$ cat config.mk
export PLATFORM = sky130hd
export DESIGN_NAME = l2_cacheline_adaptor
export DESIGN_NICKNAME = d
export VERILOG_FILES = /design/src/rtl/l2_cacheline_adaptor.sv
export SDC_FILE = /design/constraint.sdc
export NUM_CORES = 1
export LEC_CHECK = 0
export ABC_CLOCK_PERIOD_IN_PS = 2700
export BUFFER_PORTS_ARGS = -buffer_cell sky130_fd_sc_hd__buf_2
export CORE_AREA = 2 2 275 277
export CTS_CLUSTER_SIZE = 30
export DETAILED_ROUTE_END_ITERATION = 12
export DIE_AREA = 0 0 277 279
export MAX_ROUTING_LAYER = met4
export SYNTH_ARGS = -nofsm -noshare
export SYNTH_HDL_FRONTEND = slang
export SYNTH_SLANG_ARGS = --single-unit
$ cat constraint.sdc
create_clock -name clk -period 2.7 [get_ports clk]
set_input_delay 0.405 -clock clk [delete_from_list [all_inputs] [get_ports clk]]
set_output_delay 0.405 -clock clk [all_outputs]
set_load 0.1 [all_outputs]
$ cat src/rtl/l2_cacheline_adaptor.sv
// Bridges full-line L2 reads/writebacks to fixed-length memory bursts of narrower beats,
// reassembling read beats into one line and answering L2 with a single-cycle response.
module l2_cacheline_adaptor #(
  parameter int unsigned LINE_WIDTH  = 256,
  parameter int unsigned BURST_WIDTH = 64,
  parameter int unsigned ADDR_WIDTH  = 32
) (
  input  logic                   clk,
  input  logic                   rst,
  input  logic [LINE_WIDTH-1:0]  line_i,
  output logic [LINE_WIDTH-1:0]  line_o,
  input  logic [ADDR_WIDTH-1:0]  address_i,
  input  logic                   read_i,
  input  logic                   write_i,
  output logic                   resp_o,
  input  logic [BURST_WIDTH-1:0] burst_i,
  output logic [BURST_WIDTH-1:0] burst_o,
  output logic [ADDR_WIDTH-1:0]  address_o,
  output logic                   read_o,
  output logic                   write_o,
  input  logic                   resp_i
);

  localparam int unsigned NUM_BURSTS = LINE_WIDTH / BURST_WIDTH;
  localparam int unsigned CNT_W      = (NUM_BURSTS > 1) ? $clog2(NUM_BURSTS) : 1;
  localparam int unsigned OFFSET_W   = $clog2(LINE_WIDTH / 8);
  localparam logic [CNT_W-1:0] LAST_BEAT = CNT_W'(NUM_BURSTS - 1);

  typedef enum logic [1:0] {
    IDLE     = 2'd0,
    RD_BURST = 2'd1,
    WR_BURST = 2'd2,
    DONE     = 2'd3
  } state_t;

  state_t                  state;
  logic [CNT_W-1:0]        cnt;
  logic [LINE_WIDTH-1:0]   buffer;
  logic [ADDR_WIDTH-1:0]   addr_aligned;

  assign addr_aligned = {address_i[ADDR_WIDTH-1:OFFSET_W], OFFSET_W'(0)};
  assign line_o       = buffer;
  // Write data follows the beat counter so a stalled beat stays on the bus.
  assign burst_o      = buffer[int'(cnt)*BURST_WIDTH +: BURST_WIDTH];

  always_ff @(posedge clk) begin
    if (rst) begin
      state     <= IDLE;
      cnt       <= '0;
      buffer    <= '0;
      address_o <= '0;
      read_o    <= 1'b0;
      write_o   <= 1'b0;
      resp_o    <= 1'b0;
    end else begin
      case (state)
        IDLE: begin
          resp_o <= 1'b0;
          // Writeback is served before the fill when both are requested.
          if (write_i) begin
            buffer    <= line_i;
            address_o <= addr_aligned;
            cnt       <= '0;
            write_o   <= 1'b1;
            state     <= WR_BURST;
          end else if (read_i) begin
            address_o <= addr_aligned;
            cnt       <= '0;
            read_o    <= 1'b1;
            state     <= RD_BURST;
          end
        end
        RD_BURST: begin
          if (resp_i) begin
            buffer[int'(cnt)*BURST_WIDTH +: BURST_WIDTH] <= burst_i;
            if (cnt == LAST_BEAT) begin
              cnt    <= '0;
              read_o <= 1'b0;
              resp_o <= 1'b1;
              state  <= DONE;
            end else begin
              cnt <= cnt + CNT_W'(1);
            end
          end
        end
        WR_BURST: begin
          if (resp_i) begin
            if (cnt == LAST_BEAT) begin
              cnt     <= '0;
              write_o <= 1'b0;
              resp_o  <= 1'b1;
              state   <= DONE;
            end else begin
              cnt <= cnt + CNT_W'(1);
            end
          end
        end
        DONE: begin
          // Requests still held during the response cycle are deliberately ignored.
          resp_o <= 1'b0;
          state  <= IDLE;
        end
        default: begin
          state <= IDLE;
        end
      endcase
    end
  end

endmodule

### After elaboration in Yosys (flattened, before gate mapping)

Cells that the tools add are included.

* register bits after elaboration: 295
* bits in latches: 0
* bits in writable memories: 0
* ROM bits: 0
* bits of input ports: 357
* word-level logic and storage cells: 66
* memories kept: 0

* add/subtract/negate cells: 2
* multiply operators: 0
* div/mod/pow operators: 0
* order comparisons: 0
* equal/unequal tests: 14
* shift-type cells: 3
* mux-type cells: 26
* bitwise logic cells: 0
* reductions and logical operators: 14

Operators by type and width (count)
* $mux 256: 2
* $pmux 256 s2: 1
* $bwmux 256: 1
* $shift 64x34->256 const A: 1
* $shiftx 256x9->64: 1
* $shiftx 64x34->256: 1
* $mux 32: 2
* $neg 8->34: 1
* $mux 2: 8
* $ne 2x2->1 const B: 7
* $reduce_and 3->1: 3
* $reduce_bool 2->1: 4
* $mux 1: 7
* $eq 2x2->1 const B: 3
* $pmux 1 s2: 3
* $pmux 2 s3: 1
* $reduce_and 5->1: 1
* $ne 2x1->1 const B: 2
* $pmux 2 s2: 1
* $reduce_and 2->1: 2
* $reduce_and 4->1: 1
* $reduce_or 2->1: 2
* $ne 3x3->1 const B: 1
* $add 2x1->2 const B: 1
* other kinds (2): 2

### Depth between registers and ports, before layout

Gate-level depths: netlist (run 1).

* word-level depth: 5
* gate-level depth with buffers: 10
* gate-level depth less buffers: 5

### Least setup slack after synthesis (run 1)

OpenSTA, ideal clock, no wires.

* kind: register to register
* start: register cnt[1]
* end: register buffer[212], in the netlist line_o[212]
* library setup time: 0.089 ns
* data arrival time: 2.270 ns
* data required time: 2.611 ns
* path slack: 0.342 ns
* stages on the path, launching flop included: 10
* buffers on the path: 4
* cell sequence: dfxtp_1 -> buf_2 -> buf_1 -> inv_1 -> ha_1 -> and2b_1 -> buf_4 -> clkbuf_1 -> nand3_1 -> a311oi_2

* word-level cells in the longest chain between the ends: 5

Ends and longest elaborated chain
* start: declaration: RTL line 37 `logic [CNT_W-1:0] cnt;`
* start signal: assignment: RTL line 82 `cnt <= cnt + CNT_W'(1);`
* start signal: assignment: RTL line 94 `cnt <= cnt + CNT_W'(1);`
* $neg 8->34 *: RTL line 75 `buffer[int'(cnt)*BURST_WIDTH +: BURST_WIDTH] <= burst_i;`
* $shiftx 64x34->256 or $shift 64x34->256 (tied branches): RTL line 75
* $bwmux 256 *: RTL line 75
* $mux 256 *: RTL line 74 `if (resp_i) begin`
* $pmux 256 s2 *: RTL line 56 `case (state)`
* end signal: assignment: RTL line 61 `buffer <= line_i;`
* end signal: indexed assignment: RTL line 75
* end: declaration: RTL line 38 `logic [LINE_WIDTH-1:0] buffer;`

Mark *: on every way between the ends. The rest lies on a longest branch, timed or not. The select of a mux whose other input is x is not followed.
A chain may end at the register's enable or synchronous reset.

### Final worst setup path (run 1)

* start: register cnt[0]
* end: output port burst_o[33]

* word-level cells in the longest chain between the ends: 1

Ends and longest elaborated chain
* $shiftx 256x9->64: RTL line 44 `assign burst_o = buffer[int'(cnt)*BURST_WIDTH +: BURST_WIDTH];`
* end: declaration: RTL line 17 `output logic [BURST_WIDTH-1:0] burst_o,`

No other way between the ends.

==> results of run 1 <==
[metal layers]
layer / global-route usage / share of wire
met1: 0.2435 / 0.39
met2: 0.3211 / 0.48
met3: 0.03941 / 0.088
met4: 0.09810 / 0.044
met5: - / 0
[state kept, by name, indices dropped and copies added, names as in the netlist]
signal	count
address_o	27
cnt	2
line_o	256
read_o	1
resp_o	1
state	2
write_o	1
[stage by stage]
step | setup TNS [ps] | hold WS (ps) | instance area [um^2] | setup WS, ps | std cells
5_1_grt | -58.12 | 64.53 | 22440 | -17.34 | 3346
6_report | 0 | 83.97 | 22440 | 52.09 | 3347
3_3_place_gp | 0 | 438.3 | 21280 | 477.0 | 3273
3_5_place_dp | 0 | 444.6 | 21280 | 468.0 | 3273
2_1_floorplan | 0 | 466.1 | 16740 | 341.7 | 1752
4_1_cts | 0 | 42.60 | 22390 | 8.450 | 3333
[timing repair]
item / CTS / global route
gates resized for setup: 0 / 6
hold endpoints to repair: 0 / 0
endpoints found under the setup margin: 0 / 7
[worst max-delay path, cell delays in order, from the launching register on]
cell     delay (ps)
dfxtp_4         380
buf_12          260
mux4_2          610
buf_2           320
[how the worst max path moves through the flow]
stage,start,endpoint,slack [ps]
floorplan,cnt[1],line_o[212],340
global placement,state[1],line_o[185],480
detailed placement,state[1],line_o[185],470
CTS,cnt[0],burst_o[46],8
global route,cnt[0],burst_o[45],-20
finish,cnt[0],burst_o[33],50
[layout by cell type (no fill, tap or decap), types with 7 or more instances in the layout]
| cell | n |
|---|---|
| a21oi_1 | 290 |
| a311oi_1 | 16 |
| a311oi_2 | 238 |
| buf_12 | 31 |
| buf_2 | 695 |
| buf_4 | 48 |
| clkbuf_1 | 10 |
| clkbuf_16 | 35 |
| clkbuf_8 | 9 |
| dfxtp_1 | 288 |
| diode_2 | 14 |
| ha_1 | 7 |
| mux4_2 | 64 |
| nand2_1 | 310 |
| nand3_1 | 192 |
| nand3b_1 | 64 |
[logic make-up after synthesis]
family,after synthesis,synth area share
and+or+nand+nor,585,0.1637
AOI/OAI and AO/OA,562,0.3181
DFF,290,0.3472
buffers and inverters,235,0.07647
muxes,67,0.08830
adders and majority gates,8,0.005986
other,1,0.0002243
[cell type report]
cell class | instances | share of cell area
timing repair buffer | 781 | 0.2016
sequential | 290 | 0.2591
clock buffer | 54 | 0.04622
tap | 969 | 0.05403
antenna | 14 | 0.001561
inverter | 6 | 0.001338
multi-input combinational | 1227 | 0.4331
clock inverter | 6 | 0.003067
==> key figures, run 1 <==
Outcome
  – Status: complete, no violations

Worst setup path
  – WP data required: 2300 ps
  – R2R Path End: line_o[219]
  – Critical Path Fanout Max: 40
  – Critical Path AT: 2240 ps
  – R2R Setup Slk: 480 ps
  – Startpoint types: flip-flop
  – CP Class: reg2out
  – Reg2reg start: cnt[0]
  – Worst Reg-to-Reg Cells: 6
  – Worst setup EP type: output port

Timing
  – Tcrit/Tclk final: 0.9807
  – RSZ-0062 raised after global routing: yes
  – Setup violators final: 0
  – Fmax: 377.7 MHz
  – Fin crit period: 2648 ps
  – Worst slew pin tran: 863.5 ps
  – Worst Skew: 14.52 ps
  – Max Slew Vio Count: 0
  – Final hold viol count: 0
  – Max-slew headroom: 0.4243

Placement
  – Dpl hpwl: 55.42 mm
  – # port buffers: 701
  – GPL Wtd Cong: 0.8903

Drt
  – WL final: 79.88 mm
  – Vias per Instance: 5.365
  – Initial DRC Count: 1466
  – Vias: 17960
  – Routed Antenna Nets: 0
  – Wire per inst: 23.87 um
  – Drt first pass iters: 5
  – Post-route DRC: 0

Logic synthesis
  – Post-synth EDFFs: 0
  – Share of flip-flops with an asynchronous set or reset: 0
  – Sequential share of the synthesized area: 0.3472
  – Post-synth top cells: 310 x nand2_1, 290 x a21oi_1, 290 x dfxtp_1
  – Largest area contributor in the synthesized netlist: dfxtp_1
  – Top-count cell post-synth: nand2_1
  – Ys flop type: dfxtp_1
  – Synth Instances: 1748
  – Post-synth top area share: 0.3472
  – Area contributors post-synth: dfxtp_1 35%, a311oi_2 21%, a21oi_1 8.7%
  – FF+latch count, synth: 290
  – Yosys warns: 0
  – Syn avg cell area: 9.566 um^2
  – Distinct cells, synth: 41
  – Post-Syn Area: 0.01672 mm^2

Global routing
  – Global Route Usage Sum: 0.2013
  – Vias in the first global route: 17650
  – Antenna violations before repair: 14
  – Global-route wire length before repair: 116.4 mm
  – Pin count of the biggest net entering global routing: 88
  – Total grt overflow: 0

Finish
  – Sequential cell area: 0.005813 mm^2
  – Filler Cells Inserted: 7796
  – Finished Core Util: 0.3029
  – Layout area overhead: 34.20%
  – Multi-input logic area: 0.009719 mm^2
  – Share of post-route cells with drive strength above 1: 0.4886
  – Final Net Count: 2706

Die
  – Die height: 279 um
  – Die X: 277 um
  – Die ar.: 0.07728 mm^2
  – Core box area: 0.07407 mm^2
  – Initial core utilization: 0.2257
  – I/O pin count: 712
  – Rows: 100

Clock tree
  – Root buf cell: clkbuf_16
  – Hold bufs inserted after CTS: 0
  – CTS tree: built
  – Clock Latency Late Sink: 550 ps
  – Reg clk slew, reported paths: 60 ps
  – TritonCTS Buffers: 35
  – Clock buffer depth: 3
  – Post-CTS setup buffer count: 0
  – H-tree levels: 2
  – Clock Sinks: 290

Hold path
  – Hold path depth: 3
  – Worst Min Path Start: address_i[8]
  – Hold Path End: address_o[8]
  – Hold WC Path Type: in2reg

Run
  – Max Cap Viol: 0
Power of run 1 is left out: the tool's default activity adds up to more than one toggle a clock period on the data nets, which glitch-free logic cannot reach.
==> inputs of run 2 (changes only) <==
--- a/config.mk
+++ b/config.mk
@@ -8,9 +8,12 @@
 export ABC_CLOCK_PERIOD_IN_PS = 2700
 export BUFFER_PORTS_ARGS = -buffer_cell sky130_fd_sc_hd__buf_2
-export CORE_AREA = 2 2 275 277
+export CELL_PAD_IN_SITES_DETAIL_PLACEMENT = 1
+export CELL_PAD_IN_SITES_GLOBAL_PLACEMENT = 1
+export CORE_AREA = 2 2 277 279
 export CTS_CLUSTER_SIZE = 30
 export DETAILED_ROUTE_END_ITERATION = 12
-export DIE_AREA = 0 0 277 279
+export DIE_AREA = 0 0 279 281
 export MAX_ROUTING_LAYER = met4
+export PLACE_DENSITY_LB_ADDON = 0.1
 export SYNTH_ARGS = -nofsm -noshare
 export SYNTH_HDL_FRONTEND = slang
==> constraint.sdc (replaced) <==
create_clock -name clk -period 2.7 [get_ports clk]
set_input_delay 0.405 -clock clk [delete_from_list [all_inputs] [get_ports clk]]
set_output_delay 0.405 -clock clk [all_outputs]
set_load 0.05 [all_outputs]
==> run 2 against run 1 <==
- maximum frequency is 2.4% higher
- sequential cell count stayed put
- setup slack better by 61 ps
- die area is 1.4% higher
- design area is 0.94% higher
- via count is 1.7% lower
- final cell count is 0.78% higher
- register-to-register slack worse by 230 ps
- core utilization is 0.27 points lower
- largest cell class unchanged
==> key figures, run 2 (synthesized netlist as in run 1, its figures left out) <==
Clock tree
  – Root buf cell: clkbuf_16 (unchanged)
  – TritonCTS Buffers: 42 (was 35)
  – Clock Sinks: 290 (unchanged)
  – H-tree levels: 2 (unchanged)
  – Clock buffer depth: 3 (unchanged)
  – Hold bufs inserted after CTS: 0 (unchanged)
  – Clock Latency Late Sink: 580 ps (was 550 ps)
  – CTS tree: built (unchanged)
  – Reg clk slew, reported paths: 60 ps (about the same)

Power and ir drop
  – Design Power: 38.46 mW
  – Internal power: 16.46 mW
  – Maximum vdd drop: 893.0 uV
  – Clock group share of total power: 0.144
  – Sw frac: 0.5721
  – Combinational power share: 0.652
  – P per Cell Area: 1698 mW/mm^2
  – Pleak: 9.146 nW
  – Sequential share of power: 0.204
  – Switching power total: 22.00 mW

Die
  – I/O pin count: 712 (unchanged)
  – Rows: 101 (was 100)
  – Die ar.: 0.07840 mm^2 (was 0.07728 mm^2)
  – Die height: 281 um (was 279 um)
  – Core box area: 0.07544 mm^2 (was 0.07407 mm^2)
  – Die X: 279 um (was 277 um)
  – Initial core utilization: 0.2216 (was 0.2257)

Hold path
  – Worst Min Path Start: address_i[14] (was address_i[8])
  – Hold Path End: address_o[14] (was address_o[8])
  – Hold WC Path Type: in2reg (unchanged)
  – Hold path depth: 3 (unchanged)

Finish
  – Finished Core Util: 0.3002 (was 0.3029)
  – Final Net Count: 2699 (was 2706)
  – Most frequent cells in the layout: 700 x buf_2, 310 x nand2_1, 290 x a21oi_1 (was 695 x buf_2, 310 x nand2_1, 290 x a21oi_1)
  – Multi-input logic area: 0.009729 mm^2 (was 0.009719 mm^2)
  – Share of post-route cells with drive strength above 1: 0.4862 (was 0.4886)
  – Sequential cell area: 0.005813 mm^2 (unchanged)
  – Final Cell Area: 0.02265 mm^2 (was 0.02244 mm^2)
  – Max FFs per register: 256 (unchanged)
  – Layout area overhead: 35.46% (was 34.20%)
  – Filler Cells Inserted: 8814 (was 7796)
  – Commonest non-fill, non-tap cell in the layout: buf_2 (unchanged)

Timing
  – Fmax: 386.5 MHz (was 377.7 MHz)
  – Fin crit period: 2587 ps (was 2648 ps)
  – Tcrit/Tclk final: 0.9582 (was 0.9807)
  – Setup TNS: 0 ps (unchanged)
  – Worst slew pin tran: 827.3 ps (was 863.5 ps)
  – Max Slew Vio Count: 0 (unchanged)
  – Worst Skew: 22.58 ps (was 14.52 ps)
  – Final hold viol count: 0 (unchanged)
  – Max-slew headroom: 0.4473 (was 0.4243)
  – RSZ-0062 raised after global routing: no (was yes)
  – Setup violators final: 0 (unchanged)
  – WHS: 66.89 ps (was 83.97 ps)

Drt
  – Vias per Instance: 5.232 (was 5.365)
  – Routed Antenna Nets: 0 (unchanged)
  – DRT met1 WL: 40.11 mm (was 31.26 mm)
  – Top sig layer: met4 (unchanged)
  – Met3 Routed Length: 5.873 mm (was 6.994 mm)
  – Initial DRC Count: 995 (was 1466)
  – DR WL met2: 47.95 mm (was 38.14 mm)
  – Drt first pass iters: 6 (was 5)
  – Vias: 17650 (was 17960)
  – WL final: 96.36 mm (was 79.88 mm)
  – Wire per inst: 28.57 um (was 23.87 um)
  – Post-route DRC: 0 (unchanged)

Placement
  – GPL Wtd Cong: 0.8436 (was 0.8903)
  – Dpl hpwl: 65.87 mm (was 55.42 mm)
  – # port buffers: 701 (unchanged)
  – Placed Area: 0.02124 mm^2 (was 0.02128 mm^2)

Global routing
  – Total grt overflow: 0 (unchanged)
  – Pin count of the biggest net entering global routing: 117 (was 88)
  – Vias in the first global route: 18720 (was 17650)
  – Antenna violations before repair: 33 (was 14)
  – Global-route wire length before repair: 137.1 mm (was 116.4 mm)
  – Global Route Usage Sum: 0.2437 (was 0.2013)

Worst setup path
  – Startpoint types: flip-flop (unchanged)
  – Worst setup EP type: output port (unchanged)
  – R2R Path End: line_o[103] (was line_o[219])
  – CP Class: reg2out (unchanged)
  – Critical Path AT: 2180 ps (was 2240 ps)
  – Worst setup path start: cnt[1] (was cnt[0])
  – WP data required: 2300 ps (about the same)
  – Worst Reg-to-Reg Cells: 6 (unchanged)
  – Reg2reg start: state[1] (was cnt[0])
  – Critical Path Fanout Max: 33 (was 40)
  – R2R Setup Slk: 250 ps (was 480 ps)

Run
  – Max Cap Viol: 0 (unchanged)

Outcome
  – Status: complete, no violations (unchanged)
[run 2: cell count changes in the layout (fill, tap and decap cells not counted), moves of 5 or more]
cell,before,now
diode_2,14,32
clkbuf_4,5,0
clkbuf_16,35,45
buf_4,48,30
clkbuf_1,10,15
buf_2,695,700
[run 2: worst max path at each step]
| stage | slack (ps) | to | depth (start not counted) |
|---|---|---|---|
| 3_5_place_dp | 310 | line_o[166] | 6 |
| 6_report | 110 | burst_o[1] | 3 |
| 3_3_place_gp | 360 | line_o[163] | 6 |
| 4_1_cts | -60 | burst_o[6] | 3 |
| 5_1_grt | 40 | burst_o[6] | 3 |
| 2_1_floorplan | 340 | line_o[212] | 9 |
[run 2: repair_timing]
item                                    4_1_cts  5_1_grt
gates resized for setup                       0        2
endpoints found under the setup margin       16       32
buffers inserted                              0        0
[run 2: area by class of cell]
cell class,count,area share
Clock inverter,7,0.002762
Inverter,6,0.001326
Timing Repair Buffer,767,0.1963
Clock buffer,66,0.05585
Multi-Input combinational cell,1227,0.4295
Antenna cell,32,0.003535
Tap cell,978,0.05402
Sequential cell,290,0.2566
[run 2: worst max-delay path, cell delays in order, from the launching register on]
cell and delay (ps):
dfxtp_4 360, buf_4 530, mux4_2 320, buf_2 350
[run 2: stage by stage]
step | cells | worst slack, ps
after detailed placement | 3268 | 311.5
after global routing | 3370 | 37.29
final | 3373 | 113.0
after CTS | 3341 | -64.56
after global placement | 3268 | 355.0
after floorplan | 1752 | 341.7
[run 2: routing by layer]
metal	vias to the layer above	GRT usage
met5	-	-
met4	0	0.07968
met3	126	0.05329
met2	612	0.4052
met1	9066	0.2925
li1	7845	-
[run 2: power groups by stage]
stage                     registers (mW)  logic (mW)  clock network [mW]
after floorplan                     13.1        12.6                   0
after global placement              7.86        24.9                   0
after detailed placement            7.90        25.3                   0
after CTS                           7.84        25.3                5.70
after global routing                8.05        26.4                5.87
final                               7.85        25.1                5.55
Note: power is estimated with default switching activity, not from simulation.
==> inputs of run 3 (changes only) <==
CORE_AREA = 4 4 279 281   (was 2 2 277 279)
DIE_AREA = 0 0 283 285   (was 0 0 279 281)
==> run 3 against run 2 <==
- non-clock buffer count increased by 11
- clock skew is 3.5 ps lower
- register-to-register slack about the same
- core utilization about the same
- sequential power is 1% higher
- total power is 0.98% lower
- final cell count increased by 0.30%
- die area is 2.9% higher
- hold slack better by 21 ps
- combinational power is essentially flat
- critical path type unchanged
- critical endpoint is now burst_o[2]
- largest cell class unchanged
==> key figures, run 3 (synthesized netlist as in run 1, its figures left out) <==
Outcome
  – Status: complete, no violations (unchanged)

Clock tree
  – CTS tree: built (unchanged)
  – H-tree levels: 2 (unchanged)
  – Reg clk slew, reported paths: 70 ps (was 60 ps)
  – Root buf cell: clkbuf_16 (unchanged)
  – Clock buffer depth: 3 (unchanged)
  – Clock Sinks: 290 (unchanged)
  – Clock Latency Late Sink: 560 ps (was 580 ps)
  – TritonCTS Buffers: 40 (was 42)

Finish
  – Multi-input logic area: 0.009719 mm^2 (was 0.009729 mm^2)
  – Commonest non-fill, non-tap cell in the layout: buf_2 (unchanged)
  – Layout area overhead: 35.40% (was 35.46%)
  – Most frequent cells in the layout: 700 x buf_2, 310 x nand2_1, 290 x a21oi_1 (unchanged)
  – Filler Cells Inserted: 8859 (was 8814)
  – Finished Core Util: 0.3001 (was 0.3002)
  – Max FFs per register: 256 (unchanged)
  – Final Net Count: 2708 (was 2699)
  – Sequential cell area: 0.005813 mm^2 (unchanged)
  – Share of post-route cells with drive strength above 1: 0.4873 (was 0.4862)

Hold path
  – Hold path depth: 3 (unchanged)
  – Worst Min Path Start: address_i[30] (was address_i[14])
  – Hold WC Path Type: in2reg (unchanged)
  – Hold Path End: address_o[30] (was address_o[14])

Drt
  – Drt first pass iters: 6 (unchanged)
  – Vias per Instance: 5.185 (was 5.232)
  – Initial DRC Count: 974 (was 995)
  – Wire per inst: 28.45 um (was 28.57 um)
  – Routed Antenna Nets: 0 (unchanged)
  – Vias: 17540 (was 17650)
  – Post-route DRC: 0 (unchanged)
  – WL final: 96.24 mm (was 96.36 mm)

Worst setup path
  – Critical Path Fanout Max: 57 (was 33)
  – R2R Setup Slk: 250 ps (about the same)
  – Levels on crit path: 3 (unchanged)
  – Worst setup EP type: output port (unchanged)
  – Reg2reg start: cnt[1] (was state[1])
  – Startpoint types: flip-flop (unchanged)
  – R2R Path End: line_o[91] (was line_o[103])
  – Max incr delay on CP: 480 ps (was 530 ps)
  – Critical path buffers and inverters: 2 (unchanged)
  – Critical Path AT: 2220 ps (was 2180 ps)
  – Ordered list of cells on the worst path: buf_12 -> mux4_2 -> buf_2 (was buf_4 -> mux4_2 -> buf_2)
  – Worst Reg-to-Reg Cells: 6 (unchanged)
  – CP max stage cell: dfxtp_4 (was buf_4)
  – WP data required: 2300 ps (about the same)
  – Top cell family by delay on the critical path: buffers and inverters (unchanged)
  – CP Class: reg2out (unchanged)

Timing
  – Setup ws final: 73.15 ps (was 113.0 ps)
  – Fmax: 380.7 MHz (was 386.5 MHz)
  – Fin crit period: 2627 ps (was 2587 ps)
  – Worst slew pin tran: 706.4 ps (was 827.3 ps)
  – Setup TNS: 0 ps (unchanged)
  – Max Slew Vio Count: 0 (unchanged)
  – Max-slew headroom: 0.5280 (was 0.4473)
  – Worst Skew: 19.09 ps (was 22.58 ps)
  – Setup violators final: 0 (unchanged)
  – Tcrit/Tclk final: 0.9729 (was 0.9582)
  – Final hold viol count: 0 (unchanged)
  – RSZ-0062 raised after global routing: no (unchanged)

Placement
  – GPL Wtd Cong: 0.8286 (was 0.8436)
  – # port buffers: 701 (unchanged)
  – Dpl hpwl: 69.67 mm (was 65.87 mm)
  – Worst Setup Slack post-DPL: 135.3 ps (was 311.5 ps)

Global routing
  – Pin count of the biggest net entering global routing: 61 (was 117)
  – Global-route wire length before repair: 138.2 mm (was 137.1 mm)
  – Antenna violations before repair: 39 (was 33)
  – Global Route Usage Sum: 0.2338 (was 0.2437)
  – Total grt overflow: 0 (unchanged)
  – Vias in the first global route: 18720 (about the same)

Power and ir drop
  – P per Cell Area: 1682 mW/mm^2 (was 1698 mW/mm^2)
  – Pleak: 9.140 nW (was 9.146 nW)
  – Design Power: 38.08 mW (was 38.46 mW)
  – Maximum vdd drop: 810.1 uV (was 893.0 uV)

Die
  – I/O pin count: 712 (unchanged)
  – Die ar.: 0.08066 mm^2 (was 0.07840 mm^2)
  – Core box area: 0.07544 mm^2 (unchanged)
  – Die X: 283 um (was 279 um)
  – Rows: 101 (unchanged)
  – Initial core utilization: 0.2216 (unchanged)
  – Die height: 285 um (was 281 um)

Run
  – Max Cap Viol: 0 (unchanged)
run 3: cell types whose count changed in the layout (fill, tap and decap cells not counted), moves of 2 or more:
cell	change
buf_12	+3
buf_4	+10
buf_6	-2
clkbuf_16	-4
diode_2	+5
inv_4	-2
run 3: worst max-delay path by stage:
| stage | slack [ps] | start | endpoint |
|---|---|---|---|
| floorplan | 340 | cnt[1] | line_o[212] |
| global placement | 230 | cnt[0] | line_o[96] |
| detailed placement | 140 | cnt[0] | line_o[95] |
| CTS | 20 | cnt[1] | burst_o[1] |
| global route | 20 | cnt[1] | burst_o[1] |
| finish | 70 | cnt[1] | burst_o[2] |
run 3: per-layer routing:
| metal | wire length (um) | GRT usage |
|---|---|---|
| met4 | 2243 | 0.07335 |
| met1 | 40090 | 0.2800 |
| met2 | 48010 | 0.3922 |
| met3 | 5889 | 0.05236 |
| met5 | 0 | - |
run 3: timing repair:
action | CTS | global route
setup buffers | 2 | 0
setup endpoints to repair | 46 | 0
hold buffers | 0 | 0
gates resized for setup | 0 | 0
run 3: where the power goes:
group / switching, mW / internal, mW / total [mW] / leakage [nW]
logic: 17.8 / 7.22 / 25.0 / 6.15
clock network: 2.12 / 2.97 / 5.09 / 0.589
registers: 1.87 / 6.09 / 7.96 / 2.40
total: 21.8 / 16.3 / 38.1 / 9.14
run 3: through the flow:
step | area [um^2] | hold WS, ps | std cells
final | 22640 | 88.22 | 3383
after global placement | 21330 | 442.0 | 3277
after global routing | 22640 | 69.13 | 3382
after floorplan | 16740 | 466.1 | 1752
after detailed placement | 21330 | 446.0 | 3277
after CTS | 22550 | 47.64 | 3346
run 3: layout make-up:
| type | count | share of cell area |
|---|---|---|
| clock inverter | 4 | 0.001050 |
| clock buffer | 63 | 0.05206 |
| sequential | 290 | 0.2568 |
| inverter | 6 | 0.001326 |
| antenna | 37 | 0.004090 |
| multi-input combinational | 1227 | 0.4293 |
| timing repair buffer | 778 | 0.2014 |
| tap | 978 | 0.05405 |
run 3: worst register-to-register path: cells and delay by family, from the launching register on:
family / cells / cell delay [ps]
buffers and inverters: 2 / 600
adder cells (fa/ha/maj): 1 / 540
flip-flops: 1 / 480
AND/OR/NAND/NOR: 2 / 440
AO/OA/AOI/OAI: 1 / 270
